File: config.mk
export PLATFORM = sky130hd
export DESIGN_NAME = seg7_capture_decoder_flat
export DESIGN_NICKNAME = d
export VERILOG_FILES = /design/src/rtl/seg7_pkg.sv /design/src/rtl/seg7_capture_decoder_if.sv /design/src/rtl/seg7_pattern_decode.sv /design/src/rtl/seg7_capture_decoder.sv /design/src/flat_wrapper.sv
export SDC_FILE = /design/constraint.sdc
export NUM_CORES = 1
export LEC_CHECK = 0
export CAP_MARGIN = 25
export CORE_UTILIZATION = 42
export CTS_CLUSTER_SIZE = 20
export DETAILED_ROUTE_END_ITERATION = 16
export PLACE_DENSITY_LB_ADDON = 0.12
export SLEW_MARGIN = 20
export SYNTH_ARGS = -nofsm -noshare
export SYNTH_HDL_FRONTEND = slang
export SYNTH_SLANG_ARGS = --single-unit
File: constraint.sdc
create_clock -name clk -period 2.5 [get_ports clk]
set_input_delay 0.5 -clock clk [delete_from_list [all_inputs] [get_ports clk]]
set_output_delay 0.5 -clock clk [all_outputs]
set_load 0.02 [all_outputs]
File: src/rtl/seg7_pkg.sv
// Shared definitions for the seg7 display blocks.
//   SEG_W        : width of a segment pattern (bit0=a .. bit6=g)
//   SEG_PATTERN  : hex digit -> active-high segment pattern; the encoder
//                  and the capture decoder both index this one table
//   cap_state_e  : capture FSM states
//   seg7_encode  : digit -> pattern lookup used by the encoder
//   count_ones   : population count of up to 8 digit strobes
package seg7_pkg;

    localparam int SEG_W = 7;

    // Index 0 is the leftmost element of the concatenation.
    localparam logic [0:15][SEG_W-1:0] SEG_PATTERN = {
        7'h3F, 7'h06, 7'h5B, 7'h4F,
        7'h66, 7'h6D, 7'h7D, 7'h07,
        7'h7F, 7'h6F, 7'h77, 7'h7C,
        7'h39, 7'h5E, 7'h79, 7'h71
    };

    typedef enum logic [1:0] {
        ST_WAIT  = 2'd0,
        ST_CHECK = 2'd1,
        ST_HOLD  = 2'd2
    } cap_state_e;

    function automatic logic [SEG_W-1:0] seg7_encode(input logic [3:0] value);
        return SEG_PATTERN[value];
    endfunction

    function automatic logic [3:0] count_ones(input logic [7:0] v);
        logic [3:0] n;
        n = '0;
        for (int i = 0; i < 8; i++) begin
            n = n + {3'b000, v[i]};
        end
        return n;
    endfunction

endpackage

File: src/rtl/seg7_capture_decoder_if.sv
// Bus bundle between the pin-side seg7 display lines and the capture decoder.
//   seg_in      : segment lines, bit0=a .. bit6=g (driven by master)
//   dig_en      : digit strobes, one-hot when valid (driven by master)
//   digit_value : captured hex values, digit i at [4i+3:4i] (driven by slave)
//   digit_valid : digit i holds a legally decoded value (slave)
//   upd_pulse   : one-cycle pulse per successful capture (slave)
//   upd_index   : digit index of the last capture (slave)
//   err_invalid : one-cycle pulse, stable pattern not a hex digit (slave)
//   err_multi   : one-cycle pulse, stable strobe with several bits set (slave)
interface seg7_capture_decoder_if
    import seg7_pkg::*;
#(
    parameter int NUM_DIGITS = 4
);
    logic [SEG_W-1:0]        seg_in;
    logic [NUM_DIGITS-1:0]   dig_en;
    logic [4*NUM_DIGITS-1:0] digit_value;
    logic [NUM_DIGITS-1:0]   digit_valid;
    logic                    upd_pulse;
    logic [2:0]              upd_index;
    logic                    err_invalid;
    logic                    err_multi;

    modport master (
        output seg_in, dig_en,
        input  digit_value, digit_valid, upd_pulse, upd_index,
               err_invalid, err_multi
    );

    modport slave (
        input  seg_in, dig_en,
        output digit_value, digit_valid, upd_pulse, upd_index,
               err_invalid, err_multi
    );
endinterface

File: src/rtl/seg7_pattern_decode.sv
// Combinational inverse of the seg7 encoder.
//   pattern : active-high segment pattern (bit0=a .. bit6=g)
//   value   : hex digit whose pattern matches (0 when no match)
//   valid   : 1 when pattern is one of the 16 table entries
module seg7_pattern_decode
    import seg7_pkg::*;
(
    input  logic [SEG_W-1:0] pattern,
    output logic [3:0]       value,
    output logic             valid
);

    always_comb begin
        value = '0;
        valid = 1'b0;
        for (int i = 0; i < 16; i++) begin
            if (pattern == SEG_PATTERN[i]) begin
                value = 4'(i);
                valid = 1'b1;
            end
        end
    end

endmodule

File: src/rtl/seg7_capture_decoder.sv
// Samples a multiplexed 7-segment bus, waits for it to settle, decodes the
// pattern back to a hex value and stores it per digit position.
//   clk   : clock
//   rst_n : synchronous active-low reset
//   bus   : slave side of seg7_capture_decoder_if (pins in, results out)
module seg7_capture_decoder
    import seg7_pkg::*;
#(
    parameter int NUM_DIGITS    = 4,
    parameter int STABLE_CYCLES = 4,
    parameter int ACTIVE_LOW    = 0
) (
    input  logic                   clk,
    input  logic                   rst_n,
    seg7_capture_decoder_if.slave  bus
);

    localparam int VEC_W = SEG_W + NUM_DIGITS;
    localparam int CNT_W = $clog2(STABLE_CYCLES);
    localparam logic [CNT_W-1:0] CNT_MAX = CNT_W'(STABLE_CYCLES - 1);

    logic [VEC_W-1:0]        pin_vec;
    logic [VEC_W-1:0]        sync1_q, sync1_d;
    logic [VEC_W-1:0]        sync2_q, sync2_d;
    logic [VEC_W-1:0]        samp_q, samp_d;
    logic [CNT_W-1:0]        cnt_q, cnt_d;
    cap_state_e              state_q, state_d;
    logic [4*NUM_DIGITS-1:0] digit_value_q, digit_value_d;
    logic [NUM_DIGITS-1:0]   digit_valid_q, digit_valid_d;
    logic                    upd_pulse_q, upd_pulse_d;
    logic [2:0]              upd_index_q, upd_index_d;
    logic                    err_invalid_q, err_invalid_d;
    logic                    err_multi_q, err_multi_d;

    logic                    changed;
    logic [NUM_DIGITS-1:0]   samp_dig;
    logic [3:0]              ones;
    logic [3:0]              dec_value;
    logic                    dec_ok;

    // Polarity is normalised at the pins so everything downstream is active-high.
    assign pin_vec = (ACTIVE_LOW != 0) ? ~{bus.dig_en, bus.seg_in}
                                       :  {bus.dig_en, bus.seg_in};

    assign samp_dig = samp_q[VEC_W-1:SEG_W];
    assign ones     = count_ones(8'(samp_dig));

    seg7_pattern_decode u_decode (
        .pattern (samp_q[SEG_W-1:0]),
        .value   (dec_value),
        .valid   (dec_ok)
    );

    // Synchronizer, sample register and saturating stability counter.
    always_comb begin
        sync1_d = pin_vec;
        sync2_d = sync1_q;
        samp_d  = sync2_q;
        changed = (sync2_q != samp_q);
        if (changed) begin
            cnt_d = '0;
        end else if (cnt_q == CNT_MAX) begin
            cnt_d = cnt_q;
        end else begin
            cnt_d = cnt_q + 1'b1;
        end
    end

    // FSM and digit register bank. CHECK is entered on the edge where the
    // counter reaches its limit, so the event lands one edge later.
    always_comb begin
        state_d       = state_q;
        digit_value_d = digit_value_q;
        digit_valid_d = digit_valid_q;
        upd_pulse_d   = 1'b0;
        upd_index_d   = upd_index_q;
        err_invalid_d = 1'b0;
        err_multi_d   = 1'b0;

        unique case (state_q)
            ST_WAIT: begin
                if (!changed && cnt_d == CNT_MAX) begin
                    state_d = ST_CHECK;
                end
            end
            ST_CHECK: begin
                state_d = ST_HOLD;
                if (ones > 4'd1) begin
                    err_multi_d = 1'b1;
                end else begin
                    // At most one strobe is set here; all-zero is blanking.
                    for (int i = 0; i < NUM_DIGITS; i++) begin
                        if (samp_dig[i]) begin
                            if (dec_ok) begin
                                digit_value_d[4*i +: 4] = dec_value;
                                digit_valid_d[i]        = 1'b1;
                                upd_pulse_d             = 1'b1;
                                upd_index_d             = 3'(i);
                            end else begin
                                digit_valid_d[i] = 1'b0;
                                err_invalid_d    = 1'b1;
                            end
                        end
                    end
                end
            end
            ST_HOLD: begin
                // A counter below its limit means the vector moved while in
                // CHECK; that change must still release the hold.
                if (changed || cnt_q != CNT_MAX) begin
                    state_d = ST_WAIT;
                end
            end
            default: state_d = ST_WAIT;
        endcase
    end

    always_ff @(posedge clk) begin
        if (!rst_n) begin
            sync1_q       <= '0;
            sync2_q       <= '0;
            samp_q        <= '0;
            cnt_q         <= '0;
            state_q       <= ST_WAIT;
            digit_value_q <= '0;
            digit_valid_q <= '0;
            upd_pulse_q   <= 1'b0;
            upd_index_q   <= '0;
            err_invalid_q <= 1'b0;
            err_multi_q   <= 1'b0;
        end else begin
            sync1_q       <= sync1_d;
            sync2_q       <= sync2_d;
            samp_q        <= samp_d;
            cnt_q         <= cnt_d;
            state_q       <= state_d;
            digit_value_q <= digit_value_d;
            digit_valid_q <= digit_valid_d;
            upd_pulse_q   <= upd_pulse_d;
            upd_index_q   <= upd_index_d;
            err_invalid_q <= err_invalid_d;
            err_multi_q   <= err_multi_d;
        end
    end

    assign bus.digit_value = digit_value_q;
    assign bus.digit_valid = digit_valid_q;
    assign bus.upd_pulse   = upd_pulse_q;
    assign bus.upd_index   = upd_index_q;
    assign bus.err_invalid = err_invalid_q;
    assign bus.err_multi   = err_multi_q;

endmodule
File: src/flat_wrapper.sv
// flat-port wrapper written by rule: the top's interface ports become plain ports
module seg7_capture_decoder_flat import seg7_pkg::*;
#(
    parameter int NUM_DIGITS    = 4,
    parameter int STABLE_CYCLES = 4,
    parameter int ACTIVE_LOW    = 0
)
  (clk, rst_n, bus_seg_in, bus_dig_en, bus_digit_value, bus_digit_valid, bus_upd_pulse, bus_upd_index, bus_err_invalid, bus_err_multi);
  seg7_capture_decoder_if #(.NUM_DIGITS(NUM_DIGITS)) bus_i ();
  input  logic clk;
  input  logic rst_n;
  input wire logic [$bits(bus_i.seg_in)-1:0] bus_seg_in;
  input wire logic [$bits(bus_i.dig_en)-1:0] bus_dig_en;
  output wire logic [$bits(bus_i.digit_value)-1:0] bus_digit_value;
  output wire logic [$bits(bus_i.digit_valid)-1:0] bus_digit_valid;
  output wire logic [$bits(bus_i.upd_pulse)-1:0] bus_upd_pulse;
  output wire logic [$bits(bus_i.upd_index)-1:0] bus_upd_index;
  output wire logic [$bits(bus_i.err_invalid)-1:0] bus_err_invalid;
  output wire logic [$bits(bus_i.err_multi)-1:0] bus_err_multi;
  assign bus_i.seg_in = bus_seg_in;
  assign bus_i.dig_en = bus_dig_en;
  assign bus_digit_value = bus_i.digit_value;
  assign bus_digit_valid = bus_i.digit_valid;
  assign bus_upd_pulse = bus_i.upd_pulse;
  assign bus_upd_index = bus_i.upd_index;
  assign bus_err_invalid = bus_i.err_invalid;
  assign bus_err_multi = bus_i.err_multi;
  seg7_capture_decoder #(.NUM_DIGITS(NUM_DIGITS), .STABLE_CYCLES(STABLE_CYCLES), .ACTIVE_LOW(ACTIVE_LOW)) u_core (.clk(clk), .rst_n(rst_n), .bus(bus_i));
endmodule
==> run metrics <==
cells after synthesis=265; initial antenna violation count=0; Cell variety after synth=46; die area=0.006564 mm^2; Worst-Skew Late Latency=0.34 ns; Synth Area in Simple Gates=0.2428; top_reg_cell synth=dfxtp_1; first-pass iteration count of the detailed router=6; worst r2r src=u_core.samp_q[7]; EDFF count, synth=0; Port Buffers=38; post-CTS setup buffer count=0; post-synthesis cell area=0.002623 mm^2; Critical Path RT=2.77 ns; Sink Count=63; total core area=0.005956 mm^2; top fanout value on the critical path=6; Synth-to-Final Area Change=25.00%; Slew HR=0.6416; # diodes=0; Avg Vias per Cell=5.132; total gr overflow=0; Cells after DPL=370; Post-Synth Adder-Cell Area=0.009542; first-pass GRT wire length=8280 um; Final Hold Fails=0; Die Ht=81.02 um; Worst Path Arrival=2.46 ns; final setup fails=0; Site Rows=28; RSZ-0062 raised after global routing=no; Initial Util=0.4403; H-Tree Depth=3; most common cell after layout, fill and taps aside=dfxtp_1; ranking of synthesized cells by area=dfxtp_1, and2_1, mux2i_1; DRC=0; final WL=4882 um; DP HPWL=3308 um; Setup crit end kind=flop; Power Density=619.6 mW/mm^2; Total GRT Usage=0.1718; initial DRC count=298; # resized after CTS=0; ys async rst share=0; largest area contributor in the netlist=dfxtp_1; Net Count, Synth=280; sequential fraction of the synthesis area=0.4809; final net count=321; TritonCTS clock tree=built; Synth top area share=0.4809; Compound-Gate Fraction of Synth Area=0.1350; flops & latches, synth=63; hold crit path type=reg -> reg; post-synthesis mux area share=0.05010; Setup CP Type=reg -> reg; clock root buffer=clkbuf_8; xor-xnor portion of the synthesized cell area=0.04008; min-delay src=u_core.sync1_q[2]; largest family of logic cells by synthesized area=simple AND/OR/NAND/NOR gates; hold_buf cts=0; R2R Setup Slk=0.31 ns; I/O pins=39; Max clock buf depth=2; Syn. warnings=0; pin count of the biggest net entering global routing=61; worst-margin pin slew=0.5319 ns; most frequent cells in the layout=dfxtp_1, clkdlybuf4s50_1, and2_1; Final period util=0.8762; Final Non-Filler Cells=386; die width=81.02 um; status=completed; crit path launch type=flop; RD Place Congestion=0.7948; ANT nets after route=0; Final Max Slew Viols=0; syn_area_per_cell=9.896 um^2; cell leakage power=1.114 nW; Critical path origin=u_core.samp_q[7]; Vias=1,981; vias in the first global route=1,721; Reg clk slew, reported paths=0.07 ns; Final Skew=0.004183 ns; Peak Freq=456.5 MHz; Num CTS Buffers=9; total of max-cap violations=0; Wirelength per Cell=12.65 um; Tmin final=2.190 ns; worst ir drop on vdd=0.0005626 V; share of post-route cells with drive strength above 1=0.1350; setup_tns=0 ns
[sequential cells by signal, summed over array words and instances, names as in the netlist]
register / count
u_core.sync1_q: 11
u_core.samp_q: 11
u_core.bus.err_invalid: 1
u_core.state_q: 2
u_core.bus.digit_valid: 4
u_core.samp_d: 11
u_core.bus.digit_value: 16
u_core.cnt_q: 2
u_core.bus.upd_index: 3
u_core.bus.upd_pulse: 1
u_core.bus.err_multi: 1
[through the flow]
stage | setup WS, ns | hold slack, ns | power, W | util | area [um^2]
floorplan | 0.2617 | 0.4119 | 0.001119 | - | 2623
global placement | 0.3093 | 0.4145 | 0.001151 | 0.5155 | 3070
detailed placement | 0.3232 | 0.4177 | 0.001151 | 0.5155 | 3070
CTS | 0.2788 | 0.4348 | 0.002064 | 0.5504 | 3278
global route | 0.1030 | 0.4525 | 0.002121 | 0.5504 | 3278
finish | 0.3096 | 0.4309 | 0.002031 | 0.5504 | 3278
[path summary, 6_finish.rpt]
path,end,cells after the start
setup reg to reg,u_core.bus.digit_value[8],7
setup / recovery,u_core.bus.digit_value[8],7
hold reg to reg,u_core.samp_d[2],1
hold / removal,u_core.samp_d[2],1
[synth_stat cells, types with 3 or more instances]
library cell,n
o21ai_0,6
nor2b_1,3
nand4bb_1,3
dfxtp_1,63
nor2_1,8
clkbuf_1,7
a311oi_2,4
a21oi_1,12
buf_2,6
mux2i_1,12
o22ai_1,4
nand2_1,32
a21oi_2,5
xnor2_1,11
nand4_1,6
and2_1,35
nand3b_1,5
inv_1,4
[final cells by class]
cell class                 count  area [um^2]
timing repair buffer          47        447.9
clock buffer                  11        151.4
inverter                       4        15.01
sequential                    63         1261
clock inverter                 5        56.30
multi-input combinational    181         1252
tap                           75        93.84
fill                         535         2678
[critical path: stages, from the launching register on]
cell and delay, ns:
dfxtp_1 0.31, ha_1 0.29, ha_1 0.30, a211oi_2 0.32
and2_1 0.29, nand2_1 0.11, a21oi_2 0.29, mux2i_1 0.21
[per-layer routing]
layer / global-route usage / wire (um) / vias to the layer above
met5: 0 / 0 / -
li1: - / - / 1002
met1: 0.2183 / 2278 / 916
met4: 0.08036 / 84 / 0
met3: 0.06629 / 265 / 11
met2: 0.2546 / 2254 / 52
[cells by family (layout without fill, tap and decap cells)]
| kind of cell | Yosys count | count (layout) |
|---|---|---|
| adder cells (fa/ha/maj) | 2 | 2 |
| XOR/XNOR | 12 | 12 |
| buffers and inverters | 21 | 67 |
| multiplexers | 13 | 13 |
| AND/OR/NAND/NOR | 109 | 109 |
| flip-flops | 63 | 63 |
| AO/OA/AOI/OAI | 45 | 45 |
[where the power goes]
group          total [W]  leakage, nW  switching, W  internal, W
Sequential       0.00104        0.513     0.0000191      0.00103
Combinational  0.0000827        0.496     0.0000355    0.0000472
Clock           0.000904        0.105      0.000391     0.000512
(Power assumes the default switching activity.)
